[src/rtl/stq_pkg.sv]
// Store-queue dispatch allocator: shared sizes and index/count types.
// Index arithmetic relies on STQ_DEPTH being a power of two.
package stq_pkg;

  localparam int DISPATCH_WIDTH = 4;
  localparam int STQ_DEPTH      = 32;
  localparam int STQ_LOG        = $clog2(STQ_DEPTH);
  localparam int COMMIT_WIDTH   = 2;
  localparam int CNT_W          = $clog2(DISPATCH_WIDTH) + 1;
  localparam int CMT_W          = $clog2(COMMIT_WIDTH) + 1;

  typedef logic [STQ_LOG-1:0] stq_idx_t;
  typedef logic [STQ_LOG:0]   stq_cnt_t;

endpackage

[src/rtl/stq_dispatch_alloc_if.sv]
// Dispatch/commit/flush inputs and allocation/occupancy outputs of the STQ allocator.
// The allocator takes the slave side; the driver of dispatch groups takes the master side.
interface stq_dispatch_alloc_if;
  import stq_pkg::*;

  logic                              dispValid_i;
  logic [DISPATCH_WIDTH-1:0]         instStore_i;
  logic [CMT_W-1:0]                  commitCnt_i;
  logic                              flush_i;
  logic                              stall_o;
  logic                              dispFire_o;
  logic [CNT_W-1:0]                  cntStNew_o;
  logic [DISPATCH_WIDTH*STQ_LOG-1:0] stqId_o;
  logic [DISPATCH_WIDTH*STQ_LOG-1:0] lastSt_o;
  logic [DISPATCH_WIDTH-1:0]         lastStValid_o;
  stq_idx_t                          stqHead_o;
  stq_idx_t                          stqTail_o;
  stq_cnt_t                          stqCount_o;
  logic                              commitErr_o;

  modport slave (
    input  dispValid_i, instStore_i, commitCnt_i, flush_i,
    output stall_o, dispFire_o, cntStNew_o, stqId_o, lastSt_o, lastStValid_o,
           stqHead_o, stqTail_o, stqCount_o, commitErr_o
  );

  modport master (
    output dispValid_i, instStore_i, commitCnt_i, flush_i,
    input  stall_o, dispFire_o, cntStNew_o, stqId_o, lastSt_o, lastStValid_o,
           stqHead_o, stqTail_o, stqCount_o, commitErr_o
  );

endinterface

[src/rtl/stq_prefix_alloc.sv]
// Combinational per-slot STQ index assignment, youngest-older-store lookup and store popcount.
// Zero latency; no backpressure of its own.
module stq_prefix_alloc
  import stq_pkg::*;
(
  input  stq_idx_t                          i_tail,
  input  stq_idx_t                          i_head,
  input  stq_cnt_t                          i_count,
  input  logic [DISPATCH_WIDTH-1:0]         i_inst_store,
  output logic [DISPATCH_WIDTH*STQ_LOG-1:0] o_stq_id,
  output logic [DISPATCH_WIDTH*STQ_LOG-1:0] o_last_st,
  output logic [DISPATCH_WIDTH-1:0]         o_last_valid,
  output logic [CNT_W-1:0]                  o_cnt_new
);

  logic [CNT_W-1:0] w_pre;
  stq_idx_t         w_off;

  always_comb begin
    o_stq_id     = '0;
    o_last_st    = '0;
    o_last_valid = '0;
    w_pre        = '0;
    w_off        = '0;
    for (int k = 0; k < DISPATCH_WIDTH; k++) begin
      w_off = i_tail + stq_idx_t'(w_pre);
      if (i_inst_store[k]) begin
        o_stq_id[k*STQ_LOG +: STQ_LOG] = w_off;
      end
      // w_pre counts only slots 0..k-1, so a slot never sees its own store
      if (w_pre != '0) begin
        o_last_st[k*STQ_LOG +: STQ_LOG] = w_off - stq_idx_t'(1);
        o_last_valid[k]                 = 1'b1;
      end else if (i_count != '0) begin
        o_last_st[k*STQ_LOG +: STQ_LOG] = i_tail - stq_idx_t'(1);
        o_last_valid[k]                 = 1'b1;
      end else begin
        o_last_st[k*STQ_LOG +: STQ_LOG] = i_head;
      end
      w_pre = w_pre + CNT_W'(i_inst_store[k]);
    end
    o_cnt_new = w_pre;
  end

endmodule

[src/rtl/stq_dispatch_alloc.sv]
// STQ head/tail/count owner: stalls dispatch when space is short, retires commits, recovers on flush.
// Allocation outputs are combinational; head/tail/count/error register on the next clk edge.
module stq_dispatch_alloc
  import stq_pkg::*;
(
  input  logic                 clk,
  input  logic                 reset,
  stq_dispatch_alloc_if.slave  stq
);

  stq_idx_t         r_head;
  stq_idx_t         r_tail;
  stq_cnt_t         r_count;
  logic             r_err;

  logic [CNT_W-1:0] w_cnt_new;
  stq_cnt_t         w_free;
  stq_cnt_t         w_commit_req;
  stq_cnt_t         w_commit_eff;
  stq_cnt_t         w_add;
  logic             w_commit_ill;
  logic             w_stall;
  logic             w_fire;
  stq_idx_t         w_head_nxt;

  stq_prefix_alloc u_prefix (
    .i_tail       (r_tail),
    .i_head       (r_head),
    .i_count      (r_count),
    .i_inst_store (stq.instStore_i),
    .o_stq_id     (stq.stqId_o),
    .o_last_st    (stq.lastSt_o),
    .o_last_valid (stq.lastStValid_o),
    .o_cnt_new    (w_cnt_new)
  );

  // Free space deliberately ignores this cycle's commit to keep the stall path short
  assign w_free       = stq_cnt_t'(STQ_DEPTH) - r_count;
  assign w_stall      = stq.dispValid_i & (stq_cnt_t'(w_cnt_new) > w_free);
  assign w_fire       = stq.dispValid_i & ~w_stall & ~stq.flush_i;

  assign w_commit_req = stq_cnt_t'(stq.commitCnt_i);
  assign w_commit_ill = w_commit_req > r_count;
  assign w_commit_eff = w_commit_ill ? r_count : w_commit_req;
  assign w_add        = w_fire ? stq_cnt_t'(w_cnt_new) : '0;
  assign w_head_nxt   = r_head + stq_idx_t'(w_commit_eff);

  always_ff @(posedge clk or negedge reset) begin
    if (!reset) begin
      r_head  <= '0;
      r_tail  <= '0;
      r_count <= '0;
      r_err   <= 1'b0;
    end else begin
      r_head <= w_head_nxt;
      r_err  <= r_err | w_commit_ill;
      if (stq.flush_i) begin
        r_tail  <= w_head_nxt;
        r_count <= '0;
      end else begin
        r_tail  <= r_tail + stq_idx_t'(w_add);
        r_count <= r_count - w_commit_eff + w_add;
      end
    end
  end

  assign stq.stall_o     = w_stall;
  assign stq.dispFire_o  = w_fire;
  assign stq.cntStNew_o  = w_cnt_new;
  assign stq.stqHead_o   = r_head;
  assign stq.stqTail_o   = r_tail;
  assign stq.stqCount_o  = r_count;
  assign stq.commitErr_o = r_err;

endmodule

[src/flat_wrapper.sv]
// flat-port wrapper written by rule: the top's interface ports become plain ports
module stq_dispatch_alloc_flat import stq_pkg::*;
  (clk, reset, stq_dispValid_i, stq_instStore_i, stq_commitCnt_i, stq_flush_i, stq_stall_o, stq_dispFire_o, stq_cntStNew_o, stq_stqId_o, stq_lastSt_o, stq_lastStValid_o, stq_stqHead_o, stq_stqTail_o, stq_stqCount_o, stq_commitErr_o);
  stq_dispatch_alloc_if stq_i ();
  input  logic clk;
  input  logic reset;
  input wire logic [$bits(stq_i.dispValid_i)-1:0] stq_dispValid_i;
  input wire logic [$bits(stq_i.instStore_i)-1:0] stq_instStore_i;
  input wire logic [$bits(stq_i.commitCnt_i)-1:0] stq_commitCnt_i;
  input wire logic [$bits(stq_i.flush_i)-1:0] stq_flush_i;
  output wire logic [$bits(stq_i.stall_o)-1:0] stq_stall_o;
  output wire logic [$bits(stq_i.dispFire_o)-1:0] stq_dispFire_o;
  output wire logic [$bits(stq_i.cntStNew_o)-1:0] stq_cntStNew_o;
  output wire logic [$bits(stq_i.stqId_o)-1:0] stq_stqId_o;
  output wire logic [$bits(stq_i.lastSt_o)-1:0] stq_lastSt_o;
  output wire logic [$bits(stq_i.lastStValid_o)-1:0] stq_lastStValid_o;
  output wire logic [$bits(stq_i.stqHead_o)-1:0] stq_stqHead_o;
  output wire logic [$bits(stq_i.stqTail_o)-1:0] stq_stqTail_o;
  output wire logic [$bits(stq_i.stqCount_o)-1:0] stq_stqCount_o;
  output wire logic [$bits(stq_i.commitErr_o)-1:0] stq_commitErr_o;
  assign stq_i.dispValid_i = stq_dispValid_i;
  assign stq_i.instStore_i = stq_instStore_i;
  assign stq_i.commitCnt_i = stq_commitCnt_i;
  assign stq_i.flush_i = stq_flush_i;
  assign stq_stall_o = stq_i.stall_o;
  assign stq_dispFire_o = stq_i.dispFire_o;
  assign stq_cntStNew_o = stq_i.cntStNew_o;
  assign stq_stqId_o = stq_i.stqId_o;
  assign stq_lastSt_o = stq_i.lastSt_o;
  assign stq_lastStValid_o = stq_i.lastStValid_o;
  assign stq_stqHead_o = stq_i.stqHead_o;
  assign stq_stqTail_o = stq_i.stqTail_o;
  assign stq_stqCount_o = stq_i.stqCount_o;
  assign stq_commitErr_o = stq_i.commitErr_o;
  stq_dispatch_alloc u_core (.clk(clk), .reset(reset), .stq(stq_i));
endmodule
[config.mk]
export PLATFORM = sky130hd
export DESIGN_NAME = stq_dispatch_alloc_flat
export DESIGN_NICKNAME = d
export VERILOG_FILES = /design/src/rtl/stq_pkg.sv /design/src/rtl/stq_dispatch_alloc_if.sv /design/src/rtl/stq_prefix_alloc.sv /design/src/rtl/stq_dispatch_alloc.sv /design/src/flat_wrapper.sv
export SDC_FILE = /design/constraint.sdc
export NUM_CORES = 1
export LEC_CHECK = 0
export ABC_AREA = 0
export BUFFER_PORTS_ARGS = -buffer_cell sky130_fd_sc_hd__buf_4
export CAP_MARGIN = 20
export CORE_MARGIN = 10
export CORE_UTILIZATION = 29
export CTS_CLUSTER_DIAMETER = 200
export DETAILED_ROUTE_END_ITERATION = 8
export HOLD_SLACK_MARGIN = 0.05
export PLACE_DENSITY_LB_ADDON = 0.05
export SYNTH_ARGS = -nofsm -noshare
export SYNTH_HDL_FRONTEND = slang
export SYNTH_SLANG_ARGS = --single-unit
[constraint.sdc]
create_clock -name clk -period 3.9 [get_ports clk]
set_clock_uncertainty 0.15 [all_clocks]
set_input_delay 0.195 -clock clk [delete_from_list [all_inputs] [get_ports clk]]
set_output_delay 0.195 -clock clk [all_outputs]
set_load 0.05 [all_outputs]
==> flow_results.org <==
** STA
- Achievable frequency :: 0.276 GHz
- Setup repair after global routing left no endpoint under its margin.
- The worst path meets setup with 0.283 ns of slack.
- Worst max-slew margin expressed relative to the limit :: 0.369
- The final hold violation count came to 0.
- The final max-slew violation count is 0.
- Share of the clock period used by the worst path after layout :: 0.927
- Setup violations remaining at the end of the flow were counted as 0.
- For the pin with the worst max-slew slack, the measured transition is 0.939 ns.
- On the final layout, the worst hold slack is 0.105 ns.
- Subtracting the final worst setup slack from the clock period gives 3.62 ns.

** Logic synthesis
- Synth Area in Adders :: 0.240
- Of the synthesized area, sequential elements account for 0.175.
- After synthesis, the largest family of logic cells by area is adder cells.
- Of the total synthesized cell area, the portion taken by XOR and XNOR cells is 0.115.
- Mux cell area share after synthesis :: 0.0355
- Post-synthesis share of cell area spent on and, or, nand and nor gates :: 0.205
- The cell count after synthesis came out at 308.
- The cell area that synthesis handed to floorplanning was 2430 um2.
- Synthesized flop and latch total :: 17
- In this run the mean area of a mapped cell was 7.88 um2.
- The netlist uses 43 different library cells.
- During synthesis, Yosys emitted a total of 0 warnings.
- Synthesized-area fraction occupied by ao, oa, aoi and oai cells :: 0.155

** Flow run
- Max-cap violations in this run came to 0.

** Clock network
- The clock passes through at most 2 buffers.
- H-Tree Level Count :: 1
- Clock tree synthesis inserted a total of 3 buffers.
- The number of gates resized after CTS was 0.
- The root buffer cell chosen for the clock tree is sky130_fd_sc_hd__clkbuf_8.
- TritonCTS built the clock tree.
- Clock-pin slew was measured on the worst setup and hold paths at 0.07 ns.
- After clock tree synthesis, the flow added hold-fix buffers numbering 1.
- CTS saw 17 sinks.
- Worst skew pair latency :: 0.25 ns
- Post-CTS timing repair inserted 0 buffers for setup.

** Place
- The HPWL after detailed placement is 6.78 mm.
- Pre-CTS worst setup slack :: -0.00772 ns
- Number of buffer cells added on primary ports :: 75
- RePlAce Congestion :: 0.769
- The number of placed instances, taps included, is 491.

** Final layout
- FF/Latch Area :: 425 um2
- The count of cells in the finished layout, fillers not included, comes to 496.
- Fin util :: 0.409
- The filler cells instantiated in the layout total 877.
- Multi-input gate area :: 1930 um2
- In the final layout, the share of cells above drive strength 1 is 0.299.
- Synthesis-to-finish area growth :: 37.6%
- The number of antenna diodes in the final layout is 0.
- For this run, the post-layout net count is 445.

** Critical path
- STA classifies the critical path endpoint as a flip-flop.
- The setup check on the worst reg-to-reg path leaves a slack of 0.29 ns.
- In this run the worst path has a maximum fanout of 7.
- The critical path is of the input pin to flip-flop type.
- STA classifies the critical path startpoint as an input pin.
- Endpoint required time on the critical path :: 3.89 ns
- For the worst flop-to-flop path, the logic depth is 17.
- CP Data Arrival Time :: 3.61 ns

** Routing
- Average wire length per cell after detail routing :: 15.9 um
- Before antenna repair, the detailed router went through 4 iterations.
- Total number of vias :: 2310
- Summed over all layers, the routed wires come to 7.89 mm.
- Post-detailed-route via-to-cell ratio :: 4.66
- For this run, design rule violations remaining after detail routing come to 0.
- Once detail routing completed, the nets flagged for antenna violations numbered 0.
- In this run, the number of DRC markers left after iteration 0 of detailed routing was 81.

** Global route
- Grt total ovfl :: 0
- Maximum number of pins on one net before global-route repair :: 20
- The first global-routing pass estimated 13.2 mm of wire.
- For this run, the total global-route usage over all layers was measured as 0.124.
- Initial antenna violation count :: 0
- The number of global-route vias before repair is 2511.

** Hold path
- Worst Hold Path Cells :: 2
- In this run the worst hold path is classified as input pin to flip-flop.

** Floorplan
- Chip Width :: 112 um
- The die covers 12400 um2.
- The core region is 8180 um2.
- For this configuration, the core starts out at a cell density of 0.297.
- Count of pins on the block boundary :: 76
- Measured along the y axis, the die boundary spans 112 um.
- The floorplan has 33 rows.

** Outcome
- Result of the run :: finished clean
[routing by layer]
metal,track usage,vias up,wire [um]
met2,0.200,52,3500
met4,0.0189,0,23
met3,0.0252,2,392
met5,0,-,0
li1,-,1190,-
met1,0.169,1066,3970
[sequential cells by signal (all words and copies together), names as in the netlist]
name	cells
u_core.stq.stqTail_o	5
u_core.stq.stqHead_o	5
u_core.stq.stqCount_o	6
u_core.stq.commitErr_o	1
[worst max-delay path: stages]
cell,delay (ns)
sky130_fd_sc_hd__buf_4,0.14
sky130_fd_sc_hd__fa_1,0.61
sky130_fd_sc_hd__ha_2,0.21
sky130_fd_sc_hd__ha_4,0.15
sky130_fd_sc_hd__xor2_4,0.17
sky130_fd_sc_hd__ha_4,0.23
sky130_fd_sc_hd__a21oi_4,0.14
sky130_fd_sc_hd__a22oi_4,0.08
sky130_fd_sc_hd__a21oi_4,0.17
sky130_fd_sc_hd__nand2_2,0.08
sky130_fd_sc_hd__xnor2_1,0.13
sky130_fd_sc_hd__ha_1,0.32
sky130_fd_sc_hd__ha_1,0.27
sky130_fd_sc_hd__a21o_1,0.16
sky130_fd_sc_hd__a21oi_2,0.13
sky130_fd_sc_hd__o21bai_1,0.08
sky130_fd_sc_hd__a21oi_1,0.16
sky130_fd_sc_hd__xnor2_1,0.13
sky130_fd_sc_hd__nor2_1,0.05
[final cells by class]
cell class              instances  area share
repair buffers                 89       0.201
inverters                      35      0.0393
clock inverters                 1     0.00225
well taps                     105      0.0393
flip-flops and latches         17       0.127
multi-input cells             246       0.579
clock buffers                   3      0.0124
[cells by family (layout without fill, tap and decap cells)]
family,after synthesis,count (layout)
AOI/OAI and AO/OA,58,58
xor gates and xnor gates,32,32
adders and majority gates,43,43
buffers and inverters,47,128
DFF,17,17
muxes,8,8
other,1,3
and+or+nand+nor,102,102
[placed cells by master, fill, tap and decap left out, types with 4 or more instances in the layout]
| cell type | synthesis | routed |
|---|---|---|
| sky130_fd_sc_hd__a21oi_1 | 19 | 15 |
| sky130_fd_sc_hd__dfrtp_1 | 17 | 17 |
| sky130_fd_sc_hd__fa_1 | 6 | 5 |
| sky130_fd_sc_hd__nand2_1 | 27 | 25 |
| sky130_fd_sc_hd__buf_4 | 0 | 88 |
| sky130_fd_sc_hd__nor3_1 | 5 | 5 |
| sky130_fd_sc_hd__xnor2_1 | 15 | 15 |
| sky130_fd_sc_hd__ha_1 | 37 | 33 |
| sky130_fd_sc_hd__and2_1 | 10 | 10 |
| sky130_fd_sc_hd__mux2_2 | 5 | 5 |
| sky130_fd_sc_hd__o21ai_0 | 11 | 10 |
| sky130_fd_sc_hd__nand3_1 | 4 | 4 |
| sky130_fd_sc_hd__a21o_1 | 7 | 7 |
| sky130_fd_sc_hd__o21ai_1 | 4 | 5 |
| sky130_fd_sc_hd__nor2b_1 | 9 | 9 |
| sky130_fd_sc_hd__inv_1 | 32 | 32 |
| sky130_fd_sc_hd__xor2_1 | 17 | 16 |
| sky130_fd_sc_hd__nor2_1 | 30 | 30 |
[final timing paths]
kind	startpoint	end
setup reg to reg	u_core.stq.stqCount_o[0]	u_core.stq.stqCount_o[5]
hold reg to reg	u_core.stq.commitErr_o	u_core.stq.commitErr_o
min in group asynchronous	reset	u_core.stq.commitErr_o
max in group asynchronous	reset	u_core.stq.stqCount_o[0]
hold / removal	stq_flush_i	u_core.stq.stqCount_o[0]
setup / recovery	stq_instStore_i[2]	u_core.stq.stqCount_o[5]
[metrics by stage]
step	instance area [um2]	TNS, ns
3_3_place_gp	3280	0
5_1_grt	3340	0
2_1_floorplan	2540	-0.639
3_5_place_dp	3280	-0.00772
6_report	3340	0
4_1_cts	3340	0
[cells in the mapped netlist, drive strengths merged]
master	instances	area share
a211oi	2	0.0062
a21o	7	0.022
a21oi	19	0.039
a22oi	2	0.014
a31oi	4	0.013
a32oi	1	0.0036
and2	11	0.028
and3	3	0.0077
and3b	1	0.0036
buf	1	0.0015
clkbuf	11	0.017
conb	1	0.0015
dfrtp	17	0.18
fa	6	0.049
ha	37	0.19
inv	35	0.054
mux2	5	0.023
mux2i	3	0.012
nand2	27	0.042
nand2b	3	0.0077
nand3	4	0.0082
nand3b	3	0.0093
nand4	2	0.0052
nor2	30	0.046
nor2b	9	0.023
nor3	5	0.010
nor4	1	0.0026
nor4b	1	0.0036
o2111ai	2	0.0072
o21a	1	0.0031
o21ai	15	0.031
o21bai	2	0.0062
o31a	1	0.0036
o31ai	2	0.0062
or3	1	0.0026
or4	1	0.0046
xnor2	15	0.054
xor2	17	0.061
Power is not shown: default switching activity piles up to over one toggle a cycle in this logic, so the estimate is an artifact.
